File: config.mk
export PLATFORM = sky130hd
export DESIGN_NAME = sqrt_iter_param
export DESIGN_NICKNAME = d
export VERILOG_FILES = /design/src/rtl/sqrt_iter_pkg.sv /design/src/rtl/sqrt_iter_step.sv /design/src/rtl/sqrt_iter_param.sv
export SDC_FILE = /design/constraint.sdc
export NUM_CORES = 1
export LEC_CHECK = 0
export CORE_ASPECT_RATIO = 0.5
export CORE_MARGIN = 3
export CORE_UTILIZATION = 42
export DETAILED_ROUTE_END_ITERATION = 7
export PLACE_DENSITY = 0.74
export SETUP_SLACK_MARGIN = 0.4
export SLEW_MARGIN = 20
export SYNTH_ARGS = -nofsm -noshare
export SYNTH_HDL_FRONTEND = slang
export SYNTH_HIERARCHICAL = 1
export SYNTH_SLANG_ARGS = --single-unit
export TNS_END_PERCENT = 100
File: constraint.sdc
create_clock -name clk -period 4.7 [get_ports clk]
set_clock_uncertainty 0.2 [all_clocks]
set_input_delay 0.94 -clock clk [delete_from_list [all_inputs] [get_ports clk]]
set_output_delay 0.94 -clock clk [all_outputs]
set_load 0.05 [all_outputs]
File: src/rtl/sqrt_iter_pkg.sv
// rtl/sqrt_iter_pkg.sv - shared types and helpers for the iterative square root
//
// Purpose: FSM state encoding, counter-width helper and the argument width
// check used by sqrt_iter_param and, later, the unrolled pipelined sqrt.
package sqrt_iter_pkg;

  typedef enum logic [1:0] {
    IDLE = 2'd0,
    CALC = 2'd1,
    DONE = 2'd2
  } state_t;

  // Ceiling log2; returns 0 for v <= 1.
  function automatic int clog2(input int v);
    int r;
    r = 0;
    while ((1 << r) < v) r++;
    return r;
  endfunction

  // Bit counter must be at least one bit wide even when it only counts to 0.
  function automatic int cnt_width(input int res_width);
    return (clog2(res_width) < 1) ? 1 : clog2(res_width);
  endfunction

  // The digit recurrence consumes two radicand bits per step.
  function automatic bit width_ok(input int data_width);
    return (data_width >= 4) && ((data_width % 2) == 0);
  endfunction

endpackage

File: src/rtl/sqrt_iter_step.sv
// rtl/sqrt_iter_step.sv - one restoring digit of the integer square root
//
// Purpose: combinational single-digit step; brings down two radicand bits,
// tries subtracting {root,01} and appends the resulting root bit.
// Ports:
//   root_i  [RES_WIDTH-1:0]  partial root so far
//   rem_i   [RES_WIDTH+1:0]  partial remainder so far
//   bits_i  [1:0]            next two radicand bits, MSB first
//   root_o  [RES_WIDTH-1:0]  partial root after this digit
//   rem_o   [RES_WIDTH+1:0]  partial remainder after this digit
module sqrt_iter_step #(
  parameter int RES_WIDTH = 8
) (
  input  logic [RES_WIDTH-1:0] root_i,
  input  logic [RES_WIDTH+1:0] rem_i,
  input  logic [1:0]           bits_i,
  output logic [RES_WIDTH-1:0] root_o,
  output logic [RES_WIDTH+1:0] rem_o
);

  localparam int WW = RES_WIDTH + 4;

  logic [WW-1:0]        rem_sh;
  logic [WW-1:0]        trial;
  logic [WW-1:0]        diff;
  logic                 ge;
  logic [1:0]           unused_rem_hi;
  logic                 unused_root_msb;

  // Computed at full width; the remainder bound (rem <= 2*root) guarantees
  // the discarded upper bits are always zero.
  assign rem_sh = {rem_i, bits_i};
  assign trial  = {2'b00, root_i, 2'b01};
  assign ge     = (rem_sh >= trial);
  assign diff   = ge ? (rem_sh - trial) : rem_sh;

  assign {unused_rem_hi, rem_o}    = diff;
  assign {unused_root_msb, root_o} = {root_i, ge};

endmodule

File: src/rtl/sqrt_iter_param.sv
// rtl/sqrt_iter_param.sv - multi-cycle integer square root, one root bit per clock
//
// Purpose: parametrised restoring square root with remainder output and
// optional round-to-nearest, valid/ready handshakes on both sides.
// Ports:
//   clk      clock, rising edge
//   rst      asynchronous active-high reset
//   arg_vld  argument valid          arg_rdy  ready for an argument (IDLE)
//   arg      unsigned radicand       round    1 = round-to-nearest, 0 = floor
//   res_vld  result valid, held      res_rdy  consumer accepts result
//   res      square root             rem      floor remainder arg - floor_root^2
module sqrt_iter_param
  import sqrt_iter_pkg::*;
#(
  parameter int DATA_WIDTH = 16
) (
  input  logic                      clk,
  input  logic                      rst,
  input  logic                      arg_vld,
  output logic                      arg_rdy,
  input  logic [DATA_WIDTH-1:0]     arg,
  input  logic                      round,
  output logic                      res_vld,
  input  logic                      res_rdy,
  output logic [DATA_WIDTH/2-1:0]   res,
  output logic [DATA_WIDTH/2:0]     rem
);

  localparam int RES_WIDTH = DATA_WIDTH / 2;
  localparam int CW        = cnt_width(RES_WIDTH);

  if (!width_ok(DATA_WIDTH)) begin : g_width_check
    $error("sqrt_iter_param: DATA_WIDTH must be even and >= 4");
  end

  state_t                 state_q, state_d;

  logic [DATA_WIDTH-1:0]  arg_q, arg_d;
  logic                   round_q, round_d;
  logic [RES_WIDTH-1:0]   root_q, root_d;
  logic [RES_WIDTH+1:0]   remp_q, remp_d;
  logic [CW-1:0]          cnt_q, cnt_d;
  logic [RES_WIDTH-1:0]   res_q, res_d;
  logic [RES_WIDTH:0]     rem_q, rem_d;

  logic [RES_WIDTH-1:0]   root_nx;
  logic [RES_WIDTH+1:0]   rem_nx;
  logic                   round_up;
  logic [RES_WIDTH-1:0]   root_final;

  sqrt_iter_step #(
    .RES_WIDTH (RES_WIDTH)
  ) u_step (
    .root_i (root_q),
    .rem_i  (remp_q),
    .bits_i (arg_q[DATA_WIDTH-1:DATA_WIDTH-2]),
    .root_o (root_nx),
    .rem_o  (rem_nx)
  );

  // Round up when the fractional part is >= 0.5, i.e. rem > root; an
  // all-ones root cannot be incremented and saturates instead.
  assign round_up   = round_q && (rem_nx > {2'b00, root_nx}) && !(&root_nx);
  assign root_final = round_up ? (root_nx + RES_WIDTH'(1)) : root_nx;

  // State register
  always_ff @(posedge clk or posedge rst) begin
    if (rst) begin
      state_q <= IDLE;
    end else begin
      state_q <= state_d;
    end
  end

  // Next-state logic
  always_comb begin
    state_d = state_q;
    case (state_q)
      IDLE:    if (arg_vld)         state_d = CALC;
      CALC:    if (cnt_q == '0)     state_d = DONE;
      DONE:    if (res_rdy)         state_d = IDLE;
      default:                      state_d = IDLE;
    endcase
  end

  // Outputs
  always_comb begin
    arg_rdy = (state_q == IDLE);
    res_vld = (state_q == DONE);
  end

  // Datapath next-state
  always_comb begin
    arg_d   = arg_q;
    round_d = round_q;
    root_d  = root_q;
    remp_d  = remp_q;
    cnt_d   = cnt_q;
    res_d   = res_q;
    rem_d   = rem_q;
    case (state_q)
      IDLE: begin
        if (arg_vld) begin
          arg_d   = arg;
          round_d = round;
          root_d  = '0;
          remp_d  = '0;
          cnt_d   = CW'(RES_WIDTH - 1);
        end
      end
      CALC: begin
        arg_d  = {arg_q[DATA_WIDTH-3:0], 2'b00};
        root_d = root_nx;
        remp_d = rem_nx;
        cnt_d  = cnt_q - CW'(1);
        if (cnt_q == '0) begin
          res_d = root_final;
          rem_d = rem_nx[RES_WIDTH:0];
        end
      end
      default: ;
    endcase
  end

  // Working registers; always initialised on accept, so no reset needed.
  always_ff @(posedge clk) begin
    arg_q   <= arg_d;
    round_q <= round_d;
    root_q  <= root_d;
    remp_q  <= remp_d;
    cnt_q   <= cnt_d;
  end

  // Result registers
  always_ff @(posedge clk or posedge rst) begin
    if (rst) begin
      res_q <= '0;
      rem_q <= '0;
    end else begin
      res_q <= res_d;
      rem_q <= rem_d;
    end
  end

  assign res = res_q;
  assign rem = rem_q;

endmodule

After elaboration in Yosys (flattened, before gate mapping)
Index checks and enable logic that the tools add are counted.

word-level totals
  register bits after elaboration = 57
  input port bits = 21
  logic and storage cells = 43

operators by class
  $add $sub $neg = 3
  order comparisons = 2
  eq/ne operators = 5
  muxes and demuxes = 14
  reduce and logical (&&, ||, !) cells = 11

operators with widths
  kind                                                                    number
  16-bit case mux with 2 select lines                                     1
  10-bit 2-to-1 mux                                                       2
  10-bit case mux with 2 select lines                                     1
  16-bit 2-to-1 mux                                                       1
  8-bit 2-to-1 mux                                                        2
  8-bit case mux with 2 select lines                                      1
  12-bit by 10-bit greater-or-equal comparator with 1-bit output          1
  10-bit by 8-bit greater-than comparator with 1-bit output               1
  10-bit subtractor                                                       1
  8-bit by 1-bit adder with 8-bit output (second input constant)          1
  8-bit AND reduction                                                     1
  2-bit 2-to-1 mux                                                        3
  2-bit case mux with 3 select lines                                      1
  3-bit case mux with 2 select lines                                      1
  2-bit AND reduction                                                     3
  2-bit inequality test (second input constant)                           2
  3-bit logical NOT                                                       1
  3-bit 2-to-1 mux                                                        1
  3-bit AND reduction                                                     1
  3-bit by 1-bit subtractor with 3-bit output (second input constant)     1
  2-bit by 1-bit equality test with 1-bit output (second input constant)  1
  2-bit equality test (second input constant)                             1
  1-bit logical AND                                                       2
  2-bit logical NOT                                                       1
  other kinds (3)                                                         3

Longest topological paths before layout
  depth after elaboration = 6
  gate-level depth with buffers = 16
  gate-level depth less buffers = 15

Modules after synthesis
The synthesis kept the hierarchy.

modules (own cells, without submodules)
  module           instances  cells an instance  area an instance (sq um)  sequential area each (sq um)
  sqrt_iter_param  1          249                2673.8                    1616.6
  sqrt_iter_step   1          89                 686.9                     0.0

Worst setup path before layout
No wires, ideal clock.

  kind = register -> register
  from = register remp_q[0]
  to = register res_q[4], in the netlist res[4]
  setup time = 69 ps
  arrival = 3431 ps
  required time = 4431 ps
  path slack = 1000 ps
  cell stages (with the launch flop) = 15
  path buffers = 1
  path through = edfxtp_1 ha_1 nor2b_4 o31a_4 a41oi_1 o211a_1 buf_6 mux2_4 ha_1 nand4_2 o21bai_4 a31oi_4 nor2_2 or4_1 nand3_1

between the ends
  longest elaborated chain between the ends = 6

RTL lines
  what                                                                                                 RTL line                                    text
  from (decl)                                                                                          sqrt_iter_param.sv:41                       logic [RES_WIDTH+1:0] remp_q, remp_d;
  from (signal assigned)                                                                               sqrt_iter_param.sv:130                      remp_q <= remp_d;
  10-bit subtractor or 12-bit by 10-bit greater-or-equal comparator with 1-bit output (tied branches)  sqrt_iter_step.sv:35, sqrt_iter_step.sv:34
  10-bit 2-to-1 mux (*)                                                                                sqrt_iter_step.sv:35                        assign diff = ge ? (rem_sh - trial) : rem_sh;
  net rem_nx[5]                                                                                        sqrt_iter_param.sv:47                       logic [RES_WIDTH+1:0] rem_nx;
  10-bit by 8-bit greater-than comparator with 1-bit output (*)                                        sqrt_iter_param.sv:63                       assign round_up = round_q && (rem_nx > {2'b00, root_nx}) && !(&root_nx);
  1-bit logical AND (*) (2 in a row)                                                                   sqrt_iter_param.sv:63
  8-bit 2-to-1 mux (*)                                                                                 sqrt_iter_param.sv:64                       assign root_final = round_up ? (root_nx + RES_WIDTH'(1)) : root_nx;
  to (signal assigned)                                                                                 sqrt_iter_param.sv:140                      res_q <= res_d;
  to (decl)                                                                                            sqrt_iter_param.sv:43                       logic [RES_WIDTH-1:0] res_q, res_d;

The timed path passes the listed nets; every way through them passes the cells marked *.
A chain may end at the register's enable or synchronous reset.

Final worst setup path
  from = register root_q[0]
  to = register res_q[4], in the netlist res[4]

between the ends
  longest elaborated chain between the ends = 6

RTL lines
  what                                                                                                 RTL line                                    text
  from (decl)                                                                                          sqrt_iter_param.sv:40                       logic [RES_WIDTH-1:0] root_q, root_d;
  from (signal assigned)                                                                               sqrt_iter_param.sv:129                      root_q <= root_d;
  10-bit subtractor or 12-bit by 10-bit greater-or-equal comparator with 1-bit output (tied branches)  sqrt_iter_step.sv:35, sqrt_iter_step.sv:34
  10-bit 2-to-1 mux (*)                                                                                sqrt_iter_step.sv:35
  net rem_nx[5]                                                                                        sqrt_iter_param.sv:47
  10-bit by 8-bit greater-than comparator with 1-bit output (*)                                        sqrt_iter_param.sv:63
  1-bit logical AND (*) (2 in a row)                                                                   sqrt_iter_param.sv:63
  8-bit 2-to-1 mux (*)                                                                                 sqrt_iter_param.sv:64

Marked as above.

==> qor.txt <==
die area = 9180 µm²
Clock transition at path regs = 50 ps
WP data arrival = 4180 ps
Area contributors post-synth = edfxtp_1 34%, dfrtp_1 14%, nand2_1 10%, ha_1 7.8%, mux2_4 3.1%
post-DP HPWL = 4750 µm
Main synth FF type = edfxtp_1
Unique masters post-synth = 51
DRC = 0
drt first pass iters = 4
FMAX = 242 MHz
WL per Instance = 13.6 µm
final core utilization = 0.544
CP peak stage delay = 520 ps
area growth from synthesis to layout = 22.2%
number of global-route vias before repair = 2382
Setup Viol. Count Final = 0
Post-synth EDFFs = 38
WP data required = 4760 ps
critical path's slowest cell = or4_1
# hold bufs at CTS = 0
min cycle time layout = 4130 ps
routability cong. = 0.810
status = completed
Syn Area/Cell = 9.94 µm²
startpoint types = flop
DR vias = 2441
Die W = 133 µm
initial antenna violation count = 0
post-synthesis sequential element count = 57
r2r worst-path depth = 14
Synth top area share = 0.340
layout cells sized above 1 = 0.103
Final #Nets = 415
std cell rows = 22
Initial Util = 0.446
hold path cells = 2
Worst Tran Pin Value = 1010 ps
Skew-Pair Late Insertion Delay = 320 ps
commonest cells after routing, fill and taps aside = 90 x nand2_1, 39 x clkdlybuf4s50_1, 38 x edfxtp_1
Slew HR = 0.329
Top Ports = 40
Hold WC Path Type = reg2reg
Clock Root Buffer = clkbuf_16
FF-to-FF End = res[4]
commonest non-fill, non-tap cell in the layout = nand2_1
ys async rst share = 0.333
diode count = 0
largest net degree at the start of global routing = 30
Placeable Area = 7540 µm²
Min-Delay Endpoint = res[3]
top cell family by delay on the critical path = compound AO/OA/AOI/OAI gates
final WL = 6600 µm
final-report hold violation count = 0
Bufs on Longest Clock Path = 2
antenna-violating nets left = 0
Yosys warning total = 6
Max Cap Violations = 0
Iter 0 DRT Violations = 116
sequential share of the synthesized area = 0.481
reg2reg setup slack = 570 ps
setup TNS = 0 ps
crit-path cells = inv_1, ha_1, nor2b_4, o31a_4, a41oi_1, o211a_4, mux2_4, ha_1, nand4_2, o21bai_4, a31oi_4, nor2_2, or4_1, nand3_1
Clock Sinks = 57
Hold Startpoint = res[3]
fin crit share = 0.878
critical path class = reg2reg
first-pass GRT wire length = 11000 µm
Max FO, Critical Path = 10
capturing element type of the critical path = flop
CP bufs+invs = 1
cell mode on critical path = ha_1
RSZ-0062 raised after global routing = false
area leader, netlist = edfxtp_1
Die Height = 69.3 µm
Synth Instances = 338
GRT overflow = 0
FILL cells = 682
Synth Cell Area = 3360 µm²
CTS tree = yes
Syn Nets = 380
r2r startpoint = root_q[0]
CTS H-Tree Depth = 3
max-slew violations = 0
total CTS buffers = 9
vias per std cell = 5.02
Global Route Usage Sum = 0.149
PortBufs = 39
how the worst max path moves through the flow:
stage / start / to / slack [ps] / depth (start not counted)
finish: root_q[0] / res[4] / 570 / 14
global route: root_q[0] / res[4] / 380 / 14
CTS: root_q[0] / res[4] / 500 / 14
detailed placement: root_q[0] / res[4] / 400 / 14
global placement: root_q[0] / res[1] / 480 / 12
floorplan: remp_q[0] / res[4] / 1000 / 14
routing by layer:
layer / routed length [µm] / share of wire / track usage / vias to the layer above
met1: 2930 / 0.44 / 0.186 / 1152
met4: 83 / 0.013 / 0.0495 / 0
li1: - / - / - / 1224
met2: 3230 / 0.49 / 0.248 / 56
met3: 351 / 0.053 / 0.0435 / 9
met5: 0 / 0 / 0 / -
registers in the layout, indices dropped and copies added, names as in the netlist:
| name | count |
|---|---|
| root_q | 8 |
| remp_q | 10 |
| cnt_q | 3 |
| state_q | 2 |
| round_q | 1 |
| rem | 9 |
| res | 8 |
| arg_q | 16 |
cell type report:
class	count	area [µm²]	area share
flip-flops and latches	57	1620	0.394
multi-input cells	237	1550	0.378
repair buffers	43	420	0.102
clock buffers	13	272	0.0661
well taps	108	135	0.0329
inverters	25	93.8	0.0229
clock inverters	3	15.0	0.00366
cell usage after synthesis (all sizes together) (2+ instances only):
master and n:
a21o 2, a21oi 8, a31oi 4, and2 13, buf 10, clkbuf 9, dfrtp 19, edfxtp 38
ha 21, inv 25, mux2 8, mux2i 3, nand2 90, nand2b 4, nand3 6, nand4 2
nor2 17, nor2b 5, nor3 3, o211ai 2, o21a 2, o21ai 17, o31a 2, or3 2
xnor2 8, xor2 2
cells by family (layout without fill, tap and decap cells):
group / after synthesis / after routing / share of synthesized area
AOI/OAI and AO/OA: 49 / 49 / 0.110
xor gates and xnor gates: 10 / 10 / 0.0261
buffers and inverters: 44 / 84 / 0.0607
adders and majority gates: 21 / 21 / 0.0782
DFF: 57 / 57 / 0.481
and+or+nand+nor: 146 / 146 / 0.200
muxes: 11 / 11 / 0.0436
worst reg2reg max path: cells and delay by family, from the launching register on:
| family | cells | cell delay, ps |
|---|---|---|
| AND/OR/NAND/NOR | 5 | 1000 |
| AO/OA/AOI/OAI | 5 | 1330 |
| flip-flops | 1 | 410 |
| multiplexers | 1 | 340 |
| adder cells (fa/ha/maj) | 2 | 710 |
| buffers and inverters | 1 | 60 |
metrics by stage:
stage | setup slack, ps | hold WS, ps | std cells | cell area [µm²]
2_1_floorplan | 1000 | 284 | 338 | 3360
3_3_place_gp | 476 | 261 | 468 | 3790
3_5_place_dp | 403 | 270 | 468 | 3790
4_1_cts | 497 | 281 | 484 | 4080
5_1_grt | 385 | 304 | 486 | 4110
6_report | 573 | 275 | 486 | 4110
timing repair:
item,in CTS,in global routing
endpoints found under the hold margin,0,0
gates resized for setup,1,3
pin swaps,0,2
buffers inserted,0,2
endpoints found under the setup margin,3,8
Power is not shown: default switching activity piles up to over one toggle a cycle in this logic, so the estimate is an artifact.
